===== src/rtl/arbitro_conversor_bcd.sv =====
// Round-robin arbiter sharing one binary-to-BCD core among NUM_REQUISITANTES requesters.
// Sequences the core start pulse, waits for its valid strobe and aborts on timeout.
module arbitro_conversor_bcd #(
  parameter int unsigned NUM_REQUISITANTES = 4,
  parameter int unsigned LARGURA_ENTRADA   = 16,
  parameter int unsigned LARGURA_BCD       = 16,
  parameter int unsigned TIMEOUT_CICLOS    = 64
) (
  input  logic                                         clk,
  input  logic                                         reset,
  input  logic [NUM_REQUISITANTES-1:0]                 requisicao,
  input  logic [NUM_REQUISITANTES*LARGURA_ENTRADA-1:0] entrada_binaria,
  output logic [LARGURA_ENTRADA-1:0]                   core_entrada,
  output logic                                         core_iniciar,
  input  logic [LARGURA_BCD-1:0]                       core_saida_bcd,
  input  logic                                         core_dados_validos,
  output logic [LARGURA_BCD-1:0]                       saida_bcd,
  output logic [NUM_REQUISITANTES-1:0]                 concluido,
  output logic [NUM_REQUISITANTES-1:0]                 erro_timeout,
  output logic                                         ocupado
);

  localparam int unsigned IDX_W = $clog2(NUM_REQUISITANTES);
  localparam int unsigned CNT_W = $clog2(TIMEOUT_CICLOS) + 1;
  localparam logic [CNT_W-1:0] CNT_MAX = CNT_W'(TIMEOUT_CICLOS - 1);
  localparam logic [IDX_W-1:0] IDX_MAX = IDX_W'(NUM_REQUISITANTES - 1);

  typedef enum logic [1:0] {OCIOSO, DISPARO, AGUARDAR} estado_t;

  estado_t                       estado_q, estado_d;
  logic [IDX_W-1:0]              ptr_q, ptr_d;
  logic [IDX_W-1:0]              grant_q, grant_d;
  logic [CNT_W-1:0]              cnt_q, cnt_d;
  logic [LARGURA_ENTRADA-1:0]    core_entrada_q, core_entrada_d;
  logic [LARGURA_BCD-1:0]        saida_q, saida_d;
  logic [NUM_REQUISITANTES-1:0]  concluido_q, concluido_d;
  logic [NUM_REQUISITANTES-1:0]  erro_q, erro_d;

  logic [IDX_W-1:0]              sel;
  logic                          achou;
  int unsigned                   cand;
  logic [IDX_W-1:0]              prox_ptr;

  // First pending request at or above the pointer, wrapping past N-1 to 0.
  always_comb begin
    sel   = ptr_q;
    achou = 1'b0;
    cand  = 0;
    for (int unsigned i = 0; i < NUM_REQUISITANTES; i++) begin
      cand = (32'(ptr_q) + i) % NUM_REQUISITANTES;
      if (!achou && requisicao[IDX_W'(cand)]) begin
        achou = 1'b1;
        sel   = IDX_W'(cand);
      end
    end
  end

  assign prox_ptr = (grant_q == IDX_MAX) ? '0 : grant_q + 1'b1;

  always_comb begin
    estado_d       = estado_q;
    ptr_d          = ptr_q;
    grant_d        = grant_q;
    cnt_d          = cnt_q;
    core_entrada_d = core_entrada_q;
    saida_d        = saida_q;
    concluido_d    = '0;
    erro_d         = '0;
    case (estado_q)
      OCIOSO: begin
        if (achou) begin
          grant_d        = sel;
          core_entrada_d = entrada_binaria[sel*LARGURA_ENTRADA +: LARGURA_ENTRADA];
          estado_d       = DISPARO;
        end
      end
      DISPARO: begin
        cnt_d    = '0;
        estado_d = AGUARDAR;
      end
      AGUARDAR: begin
        if (core_dados_validos) begin
          saida_d              = core_saida_bcd;
          concluido_d[grant_q] = 1'b1;
          ptr_d                = prox_ptr;
          estado_d             = OCIOSO;
        end else if (cnt_q == CNT_MAX) begin
          erro_d[grant_q] = 1'b1;
          ptr_d           = prox_ptr;
          estado_d        = OCIOSO;
        end else begin
          cnt_d = cnt_q + 1'b1;
        end
      end
      default: estado_d = OCIOSO;
    endcase
  end

  always_ff @(posedge clk) begin
    if (reset) begin
      estado_q       <= OCIOSO;
      ptr_q          <= '0;
      grant_q        <= '0;
      cnt_q          <= '0;
      core_entrada_q <= '0;
      saida_q        <= '0;
      concluido_q    <= '0;
      erro_q         <= '0;
    end else begin
      estado_q       <= estado_d;
      ptr_q          <= ptr_d;
      grant_q        <= grant_d;
      cnt_q          <= cnt_d;
      core_entrada_q <= core_entrada_d;
      saida_q        <= saida_d;
      concluido_q    <= concluido_d;
      erro_q         <= erro_d;
    end
  end

  assign core_entrada = core_entrada_q;
  assign core_iniciar = (estado_q == DISPARO);
  assign saida_bcd    = saida_q;
  assign concluido    = concluido_q;
  assign erro_timeout = erro_q;
  assign ocupado      = (estado_q != OCIOSO);

endmodule


===== config.mk =====
export PLATFORM = sky130hd
export DESIGN_NAME = arbitro_conversor_bcd
export DESIGN_NICKNAME = d
export VERILOG_FILES = /design/src/rtl/arbitro_conversor_bcd.sv
export SDC_FILE = /design/constraint.sdc
export NUM_CORES = 1
export LEC_CHECK = 0
export CAP_MARGIN = 40
export CORE_ASPECT_RATIO = 0.5
export CORE_MARGIN = 5
export CORE_UTILIZATION = 43
export DETAILED_ROUTE_END_ITERATION = 8
export PLACE_DENSITY_LB_ADDON = 0.08
export SLEW_MARGIN = 20
export SYNTH_ARGS = -nofsm -noshare
export SYNTH_HDL_FRONTEND = slang
export SYNTH_SLANG_ARGS = --single-unit

===== constraint.sdc =====
create_clock -name clk -period 4.8 [get_ports clk]
set_input_delay 0.96 -clock clk [delete_from_list [all_inputs] [get_ports clk]]
set_output_delay 0.96 -clock clk [all_outputs]
set_load 0.01 [all_outputs]

==> results.ini, run 1 <==
[outcome]
outcome=completed

[cells_and_area]
nets=490
layout-drive-gt1-share_pct=9.62
layout_commonest_cell=clkdlybuf4s50_1
register_area_sq_mm=0.00106
n_fill_cell=430
syn_to_final_growth_pct=56.9
num_antenna_cells=0
final_cell_mix=clkdlybuf4s50_1, dfxtp_1, nand2_1, a22oi_1, a21oi_1
multiInputGateArea_sq_mm=0.00139

[sta]
hold_slack_ps=454
worstMarginPinSlew_ps=712
finalHoldViolCount=0
rsz0062_at_grt=false
fin_ws_ps=1730
relSlewSlack_pct=52.5
finalSetupTns_ps=0
clock.fmax_mhz=326
setup_viol=0
fin_crit_sh_pct=63.9
fin_skew_ps=4.84
finalCriticalPeriod_ps=3070
drv_slew=0

[synth]
synth_flop_cell=dfxtp_1
synth_cell_types=45
seq_area_frac_synth_pct=41.4
synthArstFlopShare_pct=0
synth_nets=368
syn_area_sq_mm=0.00256
synth-edff-count=0
yosysWarnings=0
ys_ff_latch=53
synthCells=272
avgSynthCellArea_sq_um=9.43

[clock_network]
cts_buffers=5
clkLatencyLatePin_ps=290
post_cts_buffers=0
htree_num_levels=2
cts_tree=yes
cts_hold_buf=0
clk_pin_slew_ps=70
clock_path_buffers=2
cts-root-buf=clkbuf_16
cts_resized=0
cts.sinks=53

[drt]
vias=2475
wl_per_cell_microns=16.0
drt-initial-drc-count=159
final_antenna_net_count=0
dr.pass1.iters=4
routed_wl_microns=7500
via_per_inst=5.29
drcViolationCount=0

[critical_path]
start_kind=input port
critical_path_required_ps=5010
arrival_ps=3270
worstSetupPathType=input port to flop
end_kind=flop
worstPathMaxFanout=19

[power]
power_leakage_uw=0.00151
power_density_mw_per_mm2=283
switching_share_pct=26.2
sequentialPowerShare_pct=42.6
clkPwrFrac_pct=32.7
switchingPower_uw=298
power.internal_uw=839
combPwrFrac_pct=24.7
ir_worst_vdd_mv=0.201

[global_route]
grt_usage_pct=19.2
grt_antenna_before_repair=0
first_global_vias=2493
grt_first_pass_wirelength_microns=12100
grt_max_degree=33
grt_remaining_overflow=0

[placement]
routabilityCongestion=0.854
pre_cts_ws_ps=1430
dp_hpwl_microns=5660
port_buffers=128

[job]
maxCapViolCount=0

[floorplan]
start_util_pct=45.5
boundaryPins=129
row_count=19
die_x_microns=119
dieArea_sq_mm=0.00770
die_h_microns=64.6
coreArea_sq_mm=0.00563

[min_path]
holdCritPathClass=flop to flop

[cell families (layout without fill, tap and decap cells)]
family | Yosys count | in the layout | share of synthesized area [%]
buffers and inverters | 23 | 146 | 4.54
adders and majority gates | 9 | 9 | 4.39
and+or+nand+nor | 86 | 86 | 18.0
AOI/OAI and AO/OA | 75 | 75 | 20.0
DFF | 53 | 53 | 41.4
xor gates and xnor gates | 4 | 4 | 1.37
muxes | 22 | 22 | 10.4
[worst paths after layout]
| path | cells after the start | to | slack (ps) | start |
|---|---|---|---|---|
| setup / recovery | 7 | core_entrada[8] | 1730 | requisicao[3] |
| hold / removal | 2 | saida_bcd[5] | 450 | saida_bcd[5] |
| setup reg to reg | 7 | core_entrada[13] | 2560 | estado_q[0] |
| hold reg to reg | 2 | saida_bcd[5] | 450 | saida_bcd[5] |
[cell type report]
type | instances | share of cell area (%)
Inverter | 8 | 0.747
Timing Repair Buffer | 130 | 32.2
Clock buffer | 6 | 3.45
Sequential cell | 53 | 26.4
Tap cell | 73 | 2.27
Multi-Input combinational cell | 196 | 34.5
Clock inverter | 2 | 0.436
[worst max-delay path: stages]
cell and delay, ps:
clkdlybuf4s50_1 560, and2b_1 220, o21ai_2 180, o211ai_4 270, nor3_4 690, a22oi_1 200
o21ai_0 190
[metrics by stage]
step,power [uW],instances,util [%],area [sq um]
4_1_cts,1150,468,71.4,4020
5_1_grt,1200,468,71.4,4020
6_report,1140,468,71.4,4020
2_1_floorplan,625,272,-,2560
3_3_place_gp,767,460,68.6,3860
3_5_place_dp,775,460,68.6,3860
[cells in the mapped netlist, drive strengths merged (2+ instances only)]
| master | instances | area, sq um |
|---|---|---|
| a22oi | 31 | 248 |
| and2 | 6 | 37.5 |
| clkbuf | 10 | 38.8 |
| xor2 | 4 | 35.0 |
| nor4 | 2 | 27.5 |
| nand4 | 4 | 25.0 |
| nor2b | 3 | 23.8 |
| a21oi | 19 | 95.1 |
| mux2 | 16 | 206 |
| nor3b | 5 | 37.5 |
| mux2i | 6 | 60.1 |
| o21ai | 17 | 88.8 |
| ha | 9 | 113 |
| nor3 | 4 | 42.5 |
| nor2 | 16 | 67.6 |
| buf | 5 | 47.5 |
| inv | 8 | 30.0 |
| dfxtp | 53 | 1060 |
| nand2 | 39 | 146 |
[power by group through the flow]
stage	sequential (uW)	combinational (uW)	clock [uW]
2_1_floorplan	503	121	0
6_report	485	281	372
3_5_place_dp	495	280	0
5_1_grt	488	303	404
4_1_cts	484	282	381
3_3_place_gp	493	274	0
[sequential cells by signal, indices dropped and copies added (netlist names)]
name,count
cnt_q,7
erro_timeout,4
ptr_q,2
saida_bcd,16
estado_q,2
grant_q,2
core_entrada,16
concluido,4
[per-layer routing]
metal	part of all wire, %	GRT usage, %
met5	0	0
met4	0.27	2.16
met3	9.4	7.73
met2	48	34.6
met1	42	22.5
Power figures use the tool's default switching activity.
==> run 2, diff against run 1 <==
--- a/config.mk
+++ b/config.mk
@@ -8,7 +8,7 @@
 export CAP_MARGIN = 40
 export CORE_ASPECT_RATIO = 0.5
 export CORE_MARGIN = 5
-export CORE_UTILIZATION = 43
+export CORE_UTILIZATION = 40
 export DETAILED_ROUTE_END_ITERATION = 8
 export PLACE_DENSITY_LB_ADDON = 0.08
 export SLEW_MARGIN = 20
==> constraint.sdc (replaced) <==
create_clock -name clk -period 2.9 [get_ports clk]
set_input_delay 0.58 -clock clk [delete_from_list [all_inputs] [get_ports clk]]
set_output_delay 0.58 -clock clk [all_outputs]
set_load 0.01 [all_outputs]
==> results.ini, run 2 (same netlist as run 1, synthesis figures left out) <==
[clock_network]
cts-root-buf=clkbuf_16
cts_buffers=5  ; unchanged
cts_resized=0  ; unchanged
htree_num_levels=2  ; unchanged
cts.sinks=53  ; unchanged
cts_tree=yes
clkLatencyLatePin_ps=300  ; about the same
cts_hold_buf=0  ; unchanged
clock_path_buffers=2  ; unchanged
post_cts_buffers=0  ; unchanged
clk_pin_slew_ps=70  ; about the same

[drt]
dr.pass1.iters=4  ; unchanged
wl_per_cell_microns=16.0  ; -0.26%
drt-initial-drc-count=118  ; -26%
met3_length_microns=877  ; +25%
final_antenna_net_count=0  ; unchanged
routed_wl_microns=7780  ; +3.8%
vias=2473  ; -0.081%
dr.max_layer_used=met4
via_per_inst=5.08  ; -4.0%
drcViolationCount=0  ; unchanged
dr_wl_met2_microns=3720  ; +3.0%
wl_met1_microns=3100  ; -1.9%

[sta]
rsz0062_at_grt=false
finalHoldViolCount=0  ; unchanged
drv_slew=0  ; unchanged
finalSetupTns_ps=0  ; unchanged
finalCriticalPeriod_ps=2560
fin_ws_ps=338  ; -1400 ps
worstMarginPinSlew_ps=715  ; +3.50 ps
setup_viol=0  ; unchanged
relSlewSlack_pct=52.2  ; -0.23 points
fin_crit_sh_pct=88.3
fin_skew_ps=3.08  ; -1.76 ps
clock.fmax_mhz=390

[cells_and_area]
instances_no_fill=487  ; +4.1%
layout_commonest_cell=clkdlybuf4s50_1
multiInputGateArea_sq_mm=0.00139  ; unchanged
num_antenna_cells=0  ; unchanged
final_cell_mix=clkdlybuf4s50_1, dfxtp_1, nand2_1, a22oi_1, a21oi_1
postLayoutCoreUtil_pct=66.2  ; -5.2 points
n_fill_cell=516  ; +20%
postLayoutCellArea_sq_mm=0.00408  ; +1.4%
syn_to_final_growth_pct=59.0
nets=494  ; +0.82%
layout-drive-gt1-share_pct=10.5  ; +0.91 points
register_area_sq_mm=0.00106  ; unchanged

[critical_path]
cp_cell_sequence=clkdlybuf4s50_1 > nor3_1 > nor4_4 > nor2_4 > mux2_2 > a22oi_1 > o21ai_1
max_stage_delay_ps=580  ; -110 ps
r2r_start=ptr_q[1]
start_kind=input port
worstPathMaxFanout=19  ; unchanged
crit_slowest_cell=nor2_4
end_kind=flop
critical_path_required_ps=3080  ; -1930 ps
arrival_ps=2740  ; -530 ps
worstSetupPathType=input port to flop
crit_start=requisicao[2]

[power]
power_leakage_uw=0.00152  ; +0.98%
ir_worst_vdd_mv=0.228  ; +14%
power_density_mw_per_mm2=461  ; +63%

[global_route]
grt_max_degree=32  ; -3.0%
grt_antenna_before_repair=0  ; unchanged
grt_usage_pct=19.3  ; +0.088 points
grt_first_pass_wirelength_microns=12400  ; +2.6%
first_global_vias=2528  ; +1.4%
grt_remaining_overflow=0  ; unchanged

[floorplan]
boundaryPins=129  ; unchanged
row_count=20  ; +1
die_x_microns=123  ; +3.4%
dieArea_sq_mm=0.00821  ; +6.6%
die_h_microns=66.6  ; +3.1%
start_util_pct=41.6  ; -3.9 points
coreArea_sq_mm=0.00616  ; +9.3%

[placement]
post_dp_cell_area_sq_mm=0.00393  ; +1.6%
routabilityCongestion=0.780  ; -8.7%
port_buffers=128  ; unchanged
dp_hpwl_microns=6050  ; +6.9%
pre_cts_ws_ps=24.1  ; -1410 ps
place_inst=479  ; +4.1%

[job]
maxCapViolCount=0  ; unchanged

[min_path]
holdCritStartpoint=core_entrada[15]
holdCritPathClass=flop to flop

[outcome]
outcome=completed

## run 2: final cells by class
cell class,instances,share of cell area (%)
clock buffers,5,3.07
clock inverters,3,0.614
well taps,88,2.70
repair buffers,134,32.8
flip-flops and latches,53,26.0
inverters,8,0.737
multi-input cells,196,34.0
## run 2: per-stage QoR
step / hold slack, ps / total power [uW]
detailed placement: 440 / 1290
global placement: 436 / 1280
CTS: 463 / 1900
finish: 457 / 1880
global route: 483 / 1980
floorplan: 434 / 1030
## run 2: critical path: cells and delay by family
family          cells  cell delay [ps]
mux                 1              410
buf+inv             1              490
simple gates        3             1010
compound gates      2              230
## run 2: power by group
group | switching [uW] | total [uW] | internal [uW]
Combinational | 198 | 471 | 273
Clock | 282 | 606 | 325
Sequential | 27.2 | 801 | 774
## run 2: path summary, 6_finish.rpt
path,endpoint,slack (ps),cells past startpoint
setup / recovery,core_entrada[5],340,7
setup reg to reg,core_entrada[5],720,6
hold / removal,core_entrada[15],460,2
hold reg to reg,core_entrada[15],460,2
## run 2: metal layers
| metal | vias to the layer above | GRT usage (%) |
|---|---|---|
| met3 | 12 | 8.48 |
| li1 | 1221 | - |
| met2 | 88 | 34.7 |
| met1 | 1152 | 21.4 |
| met5 | - | 0 |
| met4 | 0 | 3.72 |
